### config.mk
export PLATFORM = sky130hd
export DESIGN_NAME = led_count_game_flat
export DESIGN_NICKNAME = d
export VERILOG_FILES = /design/src/rtl/led_count_game_if.sv /design/src/rtl/led_count_game.sv /design/src/flat_wrapper.sv
export SDC_FILE = /design/constraint.sdc
export NUM_CORES = 1
export LEC_CHECK = 0
export ABC_AREA = 1
export ABC_CLOCK_PERIOD_IN_PS = 3700
export CAP_MARGIN = 20
export CORE_UTILIZATION = 56
export CTS_BUF_LIST = sky130_fd_sc_hd__clkbuf_16
export DETAILED_ROUTE_END_ITERATION = 10
export HOLD_SLACK_MARGIN = 0.08
export PLACE_DENSITY_LB_ADDON = 0.25
export SKIP_CTS_REPAIR_TIMING = 1
export SYNTH_ARGS = -nofsm -noshare
export SYNTH_HDL_FRONTEND = slang
export SYNTH_SLANG_ARGS = --single-unit
### constraint.sdc
create_clock -name clk -period 3.7 [get_ports clk]
set_clock_uncertainty 0.2 [all_clocks]
set_input_delay 0.925 -clock clk [delete_from_list [all_inputs] [get_ports clk]]
set_output_delay 0.925 -clock clk [all_outputs]
set_load 0.02 [all_outputs]
### src/rtl/led_count_game_if.sv
// led_count_game_if: mode-enable, button and display bundle of the LED-count game
interface led_count_game_if #(
    parameter int NUM_LEDS = 16
);
    logic                active;
    logic                btn_go_stop;
    logic [NUM_LEDS-1:0] led;
    logic [19:0]         seg_data;
    logic                win;
    logic                lose;
    logic [3:0]          tries_left;

    modport master (
        output active, btn_go_stop,
        input  led, seg_data, win, lose, tries_left
    );

    modport slave (
        input  active, btn_go_stop,
        output led, seg_data, win, lose, tries_left
    );
endinterface

### src/rtl/led_count_game.sv
// led_count_game: freeze a ping-pong LED bar on a random target count within a try limit
module led_count_game #(
    parameter int NUM_LEDS    = 16,
    parameter int TICK_CYCLES = 100_000_000,
    parameter int MAX_TRIES   = 8
) (
    input logic              clk,
    input logic              reset_n,
    led_count_game_if.slave  bus
);
    localparam int CW = $clog2(NUM_LEDS + 1);
    localparam int TW = $clog2(TICK_CYCLES);
    localparam logic [4:0] G_U = 5'd15, G_P = 5'd16, G_O = 5'd17, G_D = 5'd19, G_N = 5'd20;
    localparam logic [4:0] G_L = 5'd21, G_S = 5'd5, G_E = 5'd14, G_G = 5'd9, G_B = 5'd31;
    localparam logic [19:0] SEG_BLANK = 20'hFFFFF;
    localparam logic [19:0] SEG_GOOD  = {G_G, G_O, G_O, G_D};
    localparam logic [19:0] SEG_LOSE  = {G_L, G_O, G_S, G_E};

    typedef enum logic [2:0] {IDLE, RUN, HOLD, WIN, LOSE} state_t;

    state_t        state;
    logic [15:0]   lfsr;
    logic [CW-1:0] bar, target, cand, next_bar;
    logic [TW-1:0] cnt;
    logic          up, next_up, btn_prev, press, tick;

    function automatic logic [NUM_LEDS-1:0] bar_mask(input logic [CW-1:0] n);
        for (int i = 0; i < NUM_LEDS; i++) bar_mask[i] = i < int'(n);
    endfunction

    function automatic logic [9:0] dec(input logic [CW-1:0] v);
        logic [5:0] w;
        logic [4:0] t;
        w = 6'(v);
        t = w >= 6'd30 ? 5'd3 : w >= 6'd20 ? 5'd2 : w >= 6'd10 ? 5'd1 : 5'd0;
        dec = {t, 5'(w - 6'(t) * 6'd10)};
    endfunction

    assign cand     = lfsr[CW-1:0];
    assign press    = bus.btn_go_stop & ~btn_prev;
    assign tick     = cnt == TW'(TICK_CYCLES - 1);
    assign next_bar = up ? (bar == CW'(NUM_LEDS) ? bar - CW'(1) : bar + CW'(1))
                         : (bar == CW'(1) ? bar + CW'(1) : bar - CW'(1));
    assign next_up  = up ? bar != CW'(NUM_LEDS) : bar == CW'(1);

    // game state machine with registered LED, display and status outputs
    always_ff @(posedge clk or negedge reset_n) begin
        if (!reset_n) begin
            state          <= IDLE;
            lfsr           <= 16'hACE1;
            btn_prev       <= 1'b0;
            bar            <= '0;
            target         <= '0;
            up             <= 1'b1;
            cnt            <= '0;
            bus.led        <= '0;
            bus.seg_data   <= SEG_BLANK;
            bus.win        <= 1'b0;
            bus.lose       <= 1'b0;
            bus.tries_left <= 4'(MAX_TRIES);
        end else begin
            lfsr     <= {lfsr[14:0], lfsr[15] ^ lfsr[14] ^ lfsr[12] ^ lfsr[3]};
            btn_prev <= bus.btn_go_stop;
            if (!bus.active) begin
                state          <= IDLE;
                bar            <= '0;
                up             <= 1'b1;
                cnt            <= '0;
                bus.led        <= '0;
                bus.seg_data   <= SEG_BLANK;
                bus.win        <= 1'b0;
                bus.lose       <= 1'b0;
                bus.tries_left <= 4'(MAX_TRIES);
            end else begin
                case (state)
                    IDLE: if (cand != '0 && cand <= CW'(NUM_LEDS)) begin
                        target       <= cand;
                        state        <= RUN;
                        cnt          <= '0;
                        bus.seg_data <= {G_B, G_B, dec(cand)};
                    end
                    RUN: if (press) begin
                        if (bar == target) begin
                            state        <= WIN;
                            bus.win      <= 1'b1;
                            bus.seg_data <= SEG_GOOD;
                        end else if (bus.tries_left == 4'd1) begin
                            state          <= LOSE;
                            bus.lose       <= 1'b1;
                            bus.led        <= '0;
                            bus.tries_left <= 4'd0;
                            bus.seg_data   <= SEG_LOSE;
                        end else begin
                            state          <= HOLD;
                            bus.tries_left <= bus.tries_left - 4'd1;
                            bus.seg_data   <= {dec(bar), bar < target ? {G_U, G_P} : {G_D, G_N}};
                        end
                    end else if (tick) begin
                        cnt     <= '0;
                        bar     <= next_bar;
                        up      <= next_up;
                        bus.led <= bar_mask(next_bar);
                    end else begin
                        cnt <= cnt + TW'(1);
                    end
                    HOLD: if (press) begin
                        state        <= RUN;
                        cnt          <= '0;
                        bus.seg_data <= {G_B, G_B, dec(target)};
                    end
                    default: ;
                endcase
            end
        end
    end
endmodule

### src/flat_wrapper.sv
// flat-port wrapper written by rule: the top's interface ports become plain ports
module led_count_game_flat 
#(
    parameter int NUM_LEDS    = 16,
    parameter int TICK_CYCLES = 100_000_000,
    parameter int MAX_TRIES   = 8
)
  (clk, reset_n, bus_active, bus_btn_go_stop, bus_led, bus_seg_data, bus_win, bus_lose, bus_tries_left);
  led_count_game_if #(.NUM_LEDS(NUM_LEDS)) bus_i ();
  input logic clk;
  input logic reset_n;
  input wire logic [$bits(bus_i.active)-1:0] bus_active;
  input wire logic [$bits(bus_i.btn_go_stop)-1:0] bus_btn_go_stop;
  output wire logic [$bits(bus_i.led)-1:0] bus_led;
  output wire logic [$bits(bus_i.seg_data)-1:0] bus_seg_data;
  output wire logic [$bits(bus_i.win)-1:0] bus_win;
  output wire logic [$bits(bus_i.lose)-1:0] bus_lose;
  output wire logic [$bits(bus_i.tries_left)-1:0] bus_tries_left;
  assign bus_i.active = bus_active;
  assign bus_i.btn_go_stop = bus_btn_go_stop;
  assign bus_led = bus_i.led;
  assign bus_seg_data = bus_i.seg_data;
  assign bus_win = bus_i.win;
  assign bus_lose = bus_i.lose;
  assign bus_tries_left = bus_i.tries_left;
  led_count_game #(.NUM_LEDS(NUM_LEDS), .TICK_CYCLES(TICK_CYCLES), .MAX_TRIES(MAX_TRIES)) u_core (.clk(clk), .reset_n(reset_n), .bus(bus_i));
endmodule
==> impl_results.html <==
<table>
<tr><th>Metric</th><th>Value</th></tr>
<tr><th colspan="2">Yosys</th></tr>
<tr><td>Async SR Flop Fraction</td><td>100.0%</td></tr>
<tr><td>Post-synthesis area per instance</td><td>7.804 um^2</td></tr>
<tr><td>Cell with the most instances after synthesis</td><td>sky130_fd_sc_hd__nand2_1</td></tr>
<tr><td>Syn nets</td><td>775</td></tr>
<tr><td>Synth warn</td><td>0</td></tr>
<tr><td>Post-synthesis cell type with the largest combined area</td><td>sky130_fd_sc_hd__dfrtp_1</td></tr>
<tr><td>Cells after synthesis</td><td>747</td></tr>
<tr><td>Distinct cells, synth</td><td>43</td></tr>
<tr><td>Area of the mapped netlist</td><td>0.005829 mm^2</td></tr>
<tr><td>Commonest cells in the netlist</td><td>sky130_fd_sc_hd__nand2_1 (221), sky130_fd_sc_hd__nor2_1 (78), sky130_fd_sc_hd__inv_1 (76)</td></tr>
<tr><td>Part of the Yosys area used for sequential elements</td><td>43.12%</td></tr>
<tr><td>Area share of the largest cell type after synthesis</td><td>30.05%</td></tr>
<tr><td>Flop and latch count out of synthesis</td><td>99</td></tr>
<tr><td>Area contributors post-synth</td><td>sky130_fd_sc_hd__dfrtp_1 (30%), sky130_fd_sc_hd__nand2_1 (14%), sky130_fd_sc_hd__dfstp_2 (13%), sky130_fd_sc_hd__nand3_1 (5.5%), sky130_fd_sc_hd__nor2_1 (5.0%)</td></tr>
<tr><td>Number of enable-type register cells in the synthesized netlist</td><td>0</td></tr>
<tr><td>Post-synth top flop</td><td>sky130_fd_sc_hd__dfrtp_1</td></tr>
<tr><th colspan="2">Worst setup path</th></tr>
<tr><td>Critical Path Start Type</td><td>primary input</td></tr>
<tr><td>Endpoint of the worst-slack reg-to-reg timing path</td><td>u_core.bus.seg_data[12]$_DFFE_PN1P_</td></tr>
<tr><td>Crit-path max cell delay</td><td>630 ps</td></tr>
<tr><td>Worst endpoint required time</td><td>3770 ps</td></tr>
<tr><td>Flop-to-flop setup slack</td><td>900 ps</td></tr>
<tr><td>Worst reg2reg path depth</td><td>8</td></tr>
<tr><td>Endpoint type of the worst setup path</td><td>flop</td></tr>
<tr><td>Critical path class</td><td>in -&gt; reg</td></tr>
<tr><td>Library cell contributing the largest single delay on the critical path</td><td>sky130_fd_sc_hd__clkdlybuf4s50_1</td></tr>
<tr><td>Cell mode on critical path</td><td>sky130_fd_sc_hd__nand2_1</td></tr>
<tr><td>Sequence of cells on the critical path</td><td>clkdlybuf4s50_1 -&gt; inv_2 -&gt; nor2_2 -&gt; nand2_1 -&gt; nand2_1 -&gt; nor2_2 -&gt; nand2_1 -&gt; inv_1 -&gt; nor2_1</td></tr>
<tr><td>Maximum fanout along the worst path</td><td>13</td></tr>
<tr><td>Reg-to-Reg Start</td><td>u_core.bar[0]$_DFFE_PN0P_</td></tr>
<tr><td>Data arrival time of the critical path</td><td>2970 ps</td></tr>
<tr><th colspan="2">Clock tree</th></tr>
<tr><td>Sink count of the clock tree</td><td>99</td></tr>
<tr><td>Clock tree buffer depth</td><td>2</td></tr>
<tr><td>Clock root buffer</td><td>sky130_fd_sc_hd__clkbuf_16</td></tr>
<tr><td>Clock latency reported for the late side of the worst-skew pair</td><td>350 ps</td></tr>
<tr><td>Clock transition at the registers of the reported paths</td><td>70 ps</td></tr>
<tr><td>Clock tree from TritonCTS</td><td>built</td></tr>
<tr><td>H-tree Lvls</td><td>3</td></tr>
<tr><td>Total clock buffers created by CTS</td><td>9</td></tr>
<tr><th colspan="2">Floorplanning</th></tr>
<tr><td>Width of the chip</td><td>104.0 um</td></tr>
<tr><td>Die Ht</td><td>104.0 um</td></tr>
<tr><td>Area of the die</td><td>0.01082 mm^2</td></tr>
<tr><td>Initial cell density of the core</td><td>58.83%</td></tr>
<tr><td>Area of the core region</td><td>0.009910 mm^2</td></tr>
<tr><td>Row Count</td><td>36</td></tr>
<tr><td>Total I/O pin count</td><td>46</td></tr>
<tr><th colspan="2">Route</th></tr>
<tr><td>Wire length reported by the detailed router</td><td>13.64 mm</td></tr>
<tr><td>First DRT Iteration DRCs</td><td>304</td></tr>
<tr><td>Routed Antenna Nets</td><td>0</td></tr>
<tr><td>Post-detailed-route via-to-cell ratio</td><td>5.466</td></tr>
<tr><td>Routed via count</td><td>5072</td></tr>
<tr><td>Residual DRC count</td><td>0</td></tr>
<tr><td>Number of iterations in the first detailed-routing pass</td><td>5</td></tr>
<tr><td>Wire length per cell</td><td>14.70 um</td></tr>
<tr><th colspan="2">Power</th></tr>
<tr><td>Total power draw</td><td>3740 uW</td></tr>
<tr><td>Cell leakage power</td><td>0.003157 uW</td></tr>
<tr><td>Pwr dens</td><td>560.9 mW/mm^2</td></tr>
<tr><td>VDD IR-drop max</td><td>366.0 uV</td></tr>
<tr><th colspan="2">STA</th></tr>
<tr><td>Relative slew slack</td><td>62.33%</td></tr>
<tr><td>Portion of the clock cycle consumed by the worst path in the final layout</td><td>78.28%</td></tr>
<tr><td>Transition time of the tightest slew-check pin</td><td>565.0 ps</td></tr>
<tr><td>Count of endpoints failing setup in the final report</td><td>0</td></tr>
<tr><td>Final critical path time including I/O delays and setup</td><td>2896 ps</td></tr>
<tr><td>Achievable Freq</td><td>0.3452 GHz</td></tr>
<tr><td>Final Hold Viols</td><td>0</td></tr>
<tr><td>Slew Viols, Final</td><td>0</td></tr>
<tr><td>Total negative slack for setup checks</td><td>0 ps</td></tr>
<tr><td>WHS</td><td>155.4 ps</td></tr>
<tr><td>Unrepaired setup endpoints after global routing</td><td>no</td></tr>
<tr><th colspan="2">Placement</th></tr>
<tr><td>Placed Instance Area</td><td>0.006361 mm^2</td></tr>
<tr><td>Count of input and output buffers</td><td>45</td></tr>
<tr><td># placed instances</td><td>912</td></tr>
<tr><td>Sum of net half-perimeters after detailed placement</td><td>9.916 mm</td></tr>
<tr><td>Weighted congestion at the end of routability-driven global placement</td><td>0.8774</td></tr>
<tr><th colspan="2">GRT</th></tr>
<tr><td>Number of global-route vias before repair</td><td>4898</td></tr>
<tr><td>Largest net degree at the start of global routing</td><td>76</td></tr>
<tr><td>Total overflow reported by the global router</td><td>0</td></tr>
<tr><td>Initial antenna violation count</td><td>0</td></tr>
<tr><td>Total track usage</td><td>27.01%</td></tr>
<tr><td>Wire length of the first global-routing pass</td><td>23.71 mm</td></tr>
<tr><th colspan="2">Run status</th></tr>
<tr><td>Result of the run</td><td>finished, final reports clean</td></tr>
<tr><th colspan="2">Final layout</th></tr>
<tr><td>Net count reported at finish</td><td>818</td></tr>
<tr><td>Number of antenna cells inserted</td><td>0</td></tr>
<tr><td>Fin area</td><td>0.006668 mm^2</td></tr>
<tr><td>Multi-input combinational cell area</td><td>0.002883 mm^2</td></tr>
<tr><td>Fill cell count</td><td>845</td></tr>
<tr><td>Ratio of cells with drive above 1 in the final layout</td><td>12.58%</td></tr>
<tr><td>Non-filler cells in the finished layout</td><td>928</td></tr>
<tr><td>Combined flip-flop and latch cell area</td><td>0.002514 mm^2</td></tr>
<tr><td>Area Overhead vs Synth</td><td>14.38%</td></tr>
<tr><th colspan="2">Min path</th></tr>
<tr><td>Worst hold path endpoint</td><td>u_core.lfsr[9]$_DFF_PN0_</td></tr>
<tr><td>Class of the tightest hold or removal check</td><td>reg -&gt; reg</td></tr>
<tr><td>Origin of the worst min-delay path</td><td>u_core.lfsr[8]$_DFF_PN0_</td></tr>
<tr><td>Hold Path Stages</td><td>0</td></tr>
<tr><th colspan="2">Run</th></tr>
<tr><td>Total of max-cap violations</td><td>0</td></tr>
</table>
[area by class of cell]
cell class | count | share of cell area (%)
Clock buffer | 9 | 3.378
Clock inverter | 7 | 1.220
Inverter | 84 | 4.729
Multi-Input combinational cell | 548 | 43.24
Sequential cell | 99 | 37.70
Tap cell | 133 | 2.496
Timing Repair Buffer | 48 | 7.243
[layout by cell type (no fill, tap or decap), drive strengths merged, types with 14 or more instances in the layout]
cell type and n:
ha 21, nand3 74, dfrtp 70, a21oi 22
clkdlybuf4s50 44, nor3 14, nand2 231, inv 88
nor2 92, o21ai 40, dfstp 29
[how the worst max path moves through the flow]
| stage | start | depth (start not counted) | slack (ps) | endpoint |
|---|---|---|---|---|
| after global routing | bus_btn_go_stop | 11 | 670 | u_core.cnt[16]$_DFFE_PN0P_ |
| after detailed placement | bus_active | 9 | 490 | u_core.cnt[24]$_DFFE_PN0P_ |
| after floorplan | u_core.bar[0]$_DFFE_PN0P_ | 9 | 1360 | u_core.bus.seg_data[13]$_DFFE_PN1P_ |
| after CTS | bus_btn_go_stop | 11 | 840 | u_core.cnt[24]$_DFFE_PN0P_ |
| after global placement | bus_btn_go_stop | 11 | 600 | u_core.cnt[21]$_DFFE_PN0P_ |
| final | bus_active | 9 | 800 | u_core.cnt[24]$_DFFE_PN0P_ |
[cell families (layout without fill, tap and decap cells)]
| group | Yosys count | in the layout | synth area share (%) |
|---|---|---|---|
| buf+inv | 100 | 148 | 7.426 |
| flops | 99 | 99 | 43.12 |
| compound gates | 79 | 79 | 7.942 |
| fa+ha+maj | 24 | 24 | 5.538 |
| xor+xnor | 15 | 15 | 2.254 |
| simple gates | 430 | 430 | 33.72 |
[stage by stage]
step / utilization [%] / worst slack, ps
after floorplan: - / 1358
after global placement: 64.19 / 601.2
after detailed placement: 64.19 / 494.3
after CTS: 67.29 / 842.0
after global routing: 67.29 / 669.4
final: 67.29 / 803.5
[flip-flops by register name, indices dropped and copies added (netlist names)]
name and flops:
u_core.bus.seg_data 19, u_core.target 5, u_core.cnt 27, u_core.bus.led 16, u_core.up 1, u_core.bus.win 1
u_core.bus.lose 1, u_core.lfsr 16, u_core.bar 5, u_core.state 3, u_core.btn_prev 1, u_core.bus.tries_left 4
[routing by layer]
| layer | global-route usage [%] | vias up | wire [um] |
|---|---|---|---|
| li1 | - | 2493 | - |
| met1 | 37.06 | 2427 | 6331 |
| met2 | 44.14 | 131 | 6526 |
| met3 | 4.825 | 21 | 610 |
| met4 | 7.245 | 0 | 168 |
| met5 | 0 | - | 0 |
[worst max-delay path, delay by kind of cell]
kind,cells,cell delay (ps)
buffers and inverters,3,1040
and+or+nand+nor,6,1000
[power by group]
| part | switching, uW | total, uW | internal, uW |
|---|---|---|---|
| Sequential | 131 | 1400 | 1270 |
| Clock | 433 | 970 | 536 |
| Combinational | 904 | 1370 | 462 |
Power figures use the tool's default switching activity.
==> RTL edit: new RTL, same flow settings <==
Re-encode `state_t` (5 states) as Gray code, 3 bits wide.
--- a/src/rtl/led_count_game.sv
+++ b/src/rtl/led_count_game.sv
@@ -16,7 +16,7 @@
     localparam logic [19:0] SEG_GOOD  = {G_G, G_O, G_O, G_D};
     localparam logic [19:0] SEG_LOSE  = {G_L, G_O, G_S, G_E};
 
-    typedef enum logic [2:0] {IDLE, RUN, HOLD, WIN, LOSE} state_t;
+    typedef enum logic [2:0] {IDLE = 3'b000, RUN = 3'b001, HOLD = 3'b011, WIN = 3'b010, LOSE = 3'b110} state_t;
 
     state_t        state;
     logic [15:0]   lfsr;
Formal check against the unedited RTL: no difference found for any inputs over 10 cycles, from zero or initial values and one cycle with reset_n low; not proved beyond that.
==> RTL edit against the original RTL <==
Routed wire length is 2.1% higher. Die area shrank 1.8%. Total power down 8.3%. First-iteration DRC count is 25% lower. Sequential cell count unchanged. Design area is 1.4% lower. Area after synthesis decreased by 1.9%. Count of clock-buffer cells in the layout unchanged. Setup slack improved by 0.0087 ns. Largest cell class unchanged.
==> RTL edit: results (changes against the original RTL) <==
[run_status]
status=finished clean

[synth]
ys_warn_count=0  ; unchanged
synth_nets=752  ; -3.0%
synth_area_leaders=dfrtp_1 31%, dfstp_2 13%, nand2_1 13%
synth.top_cells.by_count=193 x nand2_1, 79 x nor2_1, 78 x inv_1
yosysUniqueCellTypes=44  ; +2.3%
yosysSeqAreaShare_pct=43.9  ; +0.82 points
synth_cells=724  ; -3.1%
synthArstFlopShare_pct=100  ; unchanged

[cells_and_area]
finalNonFillerCells=909  ; -2.0%
n_antenna_cell=0  ; unchanged
fillers=878  ; +3.9%
multi_input_area_um2=2770  ; -3.9%
drive_gt1_share_pct=12.0  ; -0.59 points
nNetsFinal=799  ; -2.3%
reg.largest.list=u_core.cnt: 27 flops, u_core.bus.seg_data: 19 flops

[clock_tree]
clkTransAtPathRegs_ns=0.08
cts-root-buf=clkbuf_16
clock_latency_ns=0.36
htreeDepth=3  ; unchanged
clockBufferDepth=2  ; unchanged
cts_buffers=9  ; unchanged

[timing]
hold-worst-slack_ns=0.151  ; -0.00400 ns
worst_pin_slew_ns=0.734  ; +0.169 ns
fin_crit_ns=2.89  ; -0.00869 ns

[place]
postPlaceCellArea_um2=6260  ; -1.6%
preCtsSetupSlack_ns=0.526  ; +0.0318 ns
routabilityCongestion=0.970  ; +11%
hpwl_um=10300  ; +3.5%
port_buffers=45  ; unchanged
post-place-cells=893  ; -2.1%

[detailed_routing]
wl_met1_um=6060  ; -4.3%
dr_wl_met3_um=839  ; +38%
drtPass1Iterations=5  ; unchanged
wl_met2_um=6700  ; +2.7%
top_layer_used=met4
drt_iter0_drc=228  ; -25%
wl_um=13900  ; +2.1%
vias=5078  ; +0.12%

[worst_setup_path]
slowest_stage=dfrtp_1
max_stage_delay_ns=0.54  ; -0.09 ns
critPathTopFamily=adder cells
critPathArrivalTime_ns=3.00  ; +0.03 ns
critPathMaxFanout=10  ; -3

[global_route]
grt_pass1_vias=4989  ; +1.9%
groute.usage.overall_pct=29.5  ; +2.5 points
grt_antenna_before_repair=0  ; unchanged
grt_max_degree=61  ; -20%
grt_pass1_wl_um=23800  ; +0.32%

[pwr]
ir_drop_mv=0.470  ; +28%
p_leak_nw=3.04  ; -3.7%

[worst_hold_path]
min_path_type=register to register

-- RTL edit: power by group --
group          leakage, nW  internal [mW]  switching [mW]
clock network        0.155          0.542           0.451
registers             1.27           1.26          0.0961
logic                 1.62          0.391           0.686
total                 3.04           2.20            1.23
-- RTL edit: kinds of logic after synthesis --
logic type,Yosys count,share of synthesized area [%]
AOI/OAI and AO/OA,86,8.90
buffers and inverters,100,7.63
DFF,99,43.9
xor gates and xnor gates,13,1.99
adders and majority gates,24,5.64
and+or+nand+nor,402,31.9
-- RTL edit: final cells by class --
class | count | area share [%]
sequential | 99 | 38.2
multi-input combinational | 525 | 42.1
timing repair buffer | 49 | 7.27
inverter | 87 | 5.04
clock buffer | 9 | 3.42
tap | 133 | 2.53
clock inverter | 7 | 1.41
-- RTL edit: final timing paths --
check / start / to / cells past startpoint
worst max-delay path: u_core.bar[0]$_DFFE_PN0P_ / u_core.bus.seg_data[12]$_DFFE_PN1P_ / 8
worst min-delay path: u_core.lfsr[10]$_DFF_PN1_ / u_core.lfsr[11]$_DFF_PN1_ / 0
worst max register to register: u_core.bar[0]$_DFFE_PN0P_ / u_core.bus.seg_data[12]$_DFFE_PN1P_ / 8
worst min register to register: u_core.lfsr[10]$_DFF_PN1_ / u_core.lfsr[11]$_DFF_PN1_ / 0
max in group asynchronous: reset_n / u_core.cnt[12]$_DFFE_PN0P_ / 2
min in group asynchronous: reset_n / u_core.state[2]$_DFFE_PN0P_ / 1
-- RTL edit: metal layers --
metal	vias up	GRT usage (%)
met5	-	0
met4	0	11.4
met3	31	7.25
met2	154	47.7
met1	2429	38.5
li1	2464	-
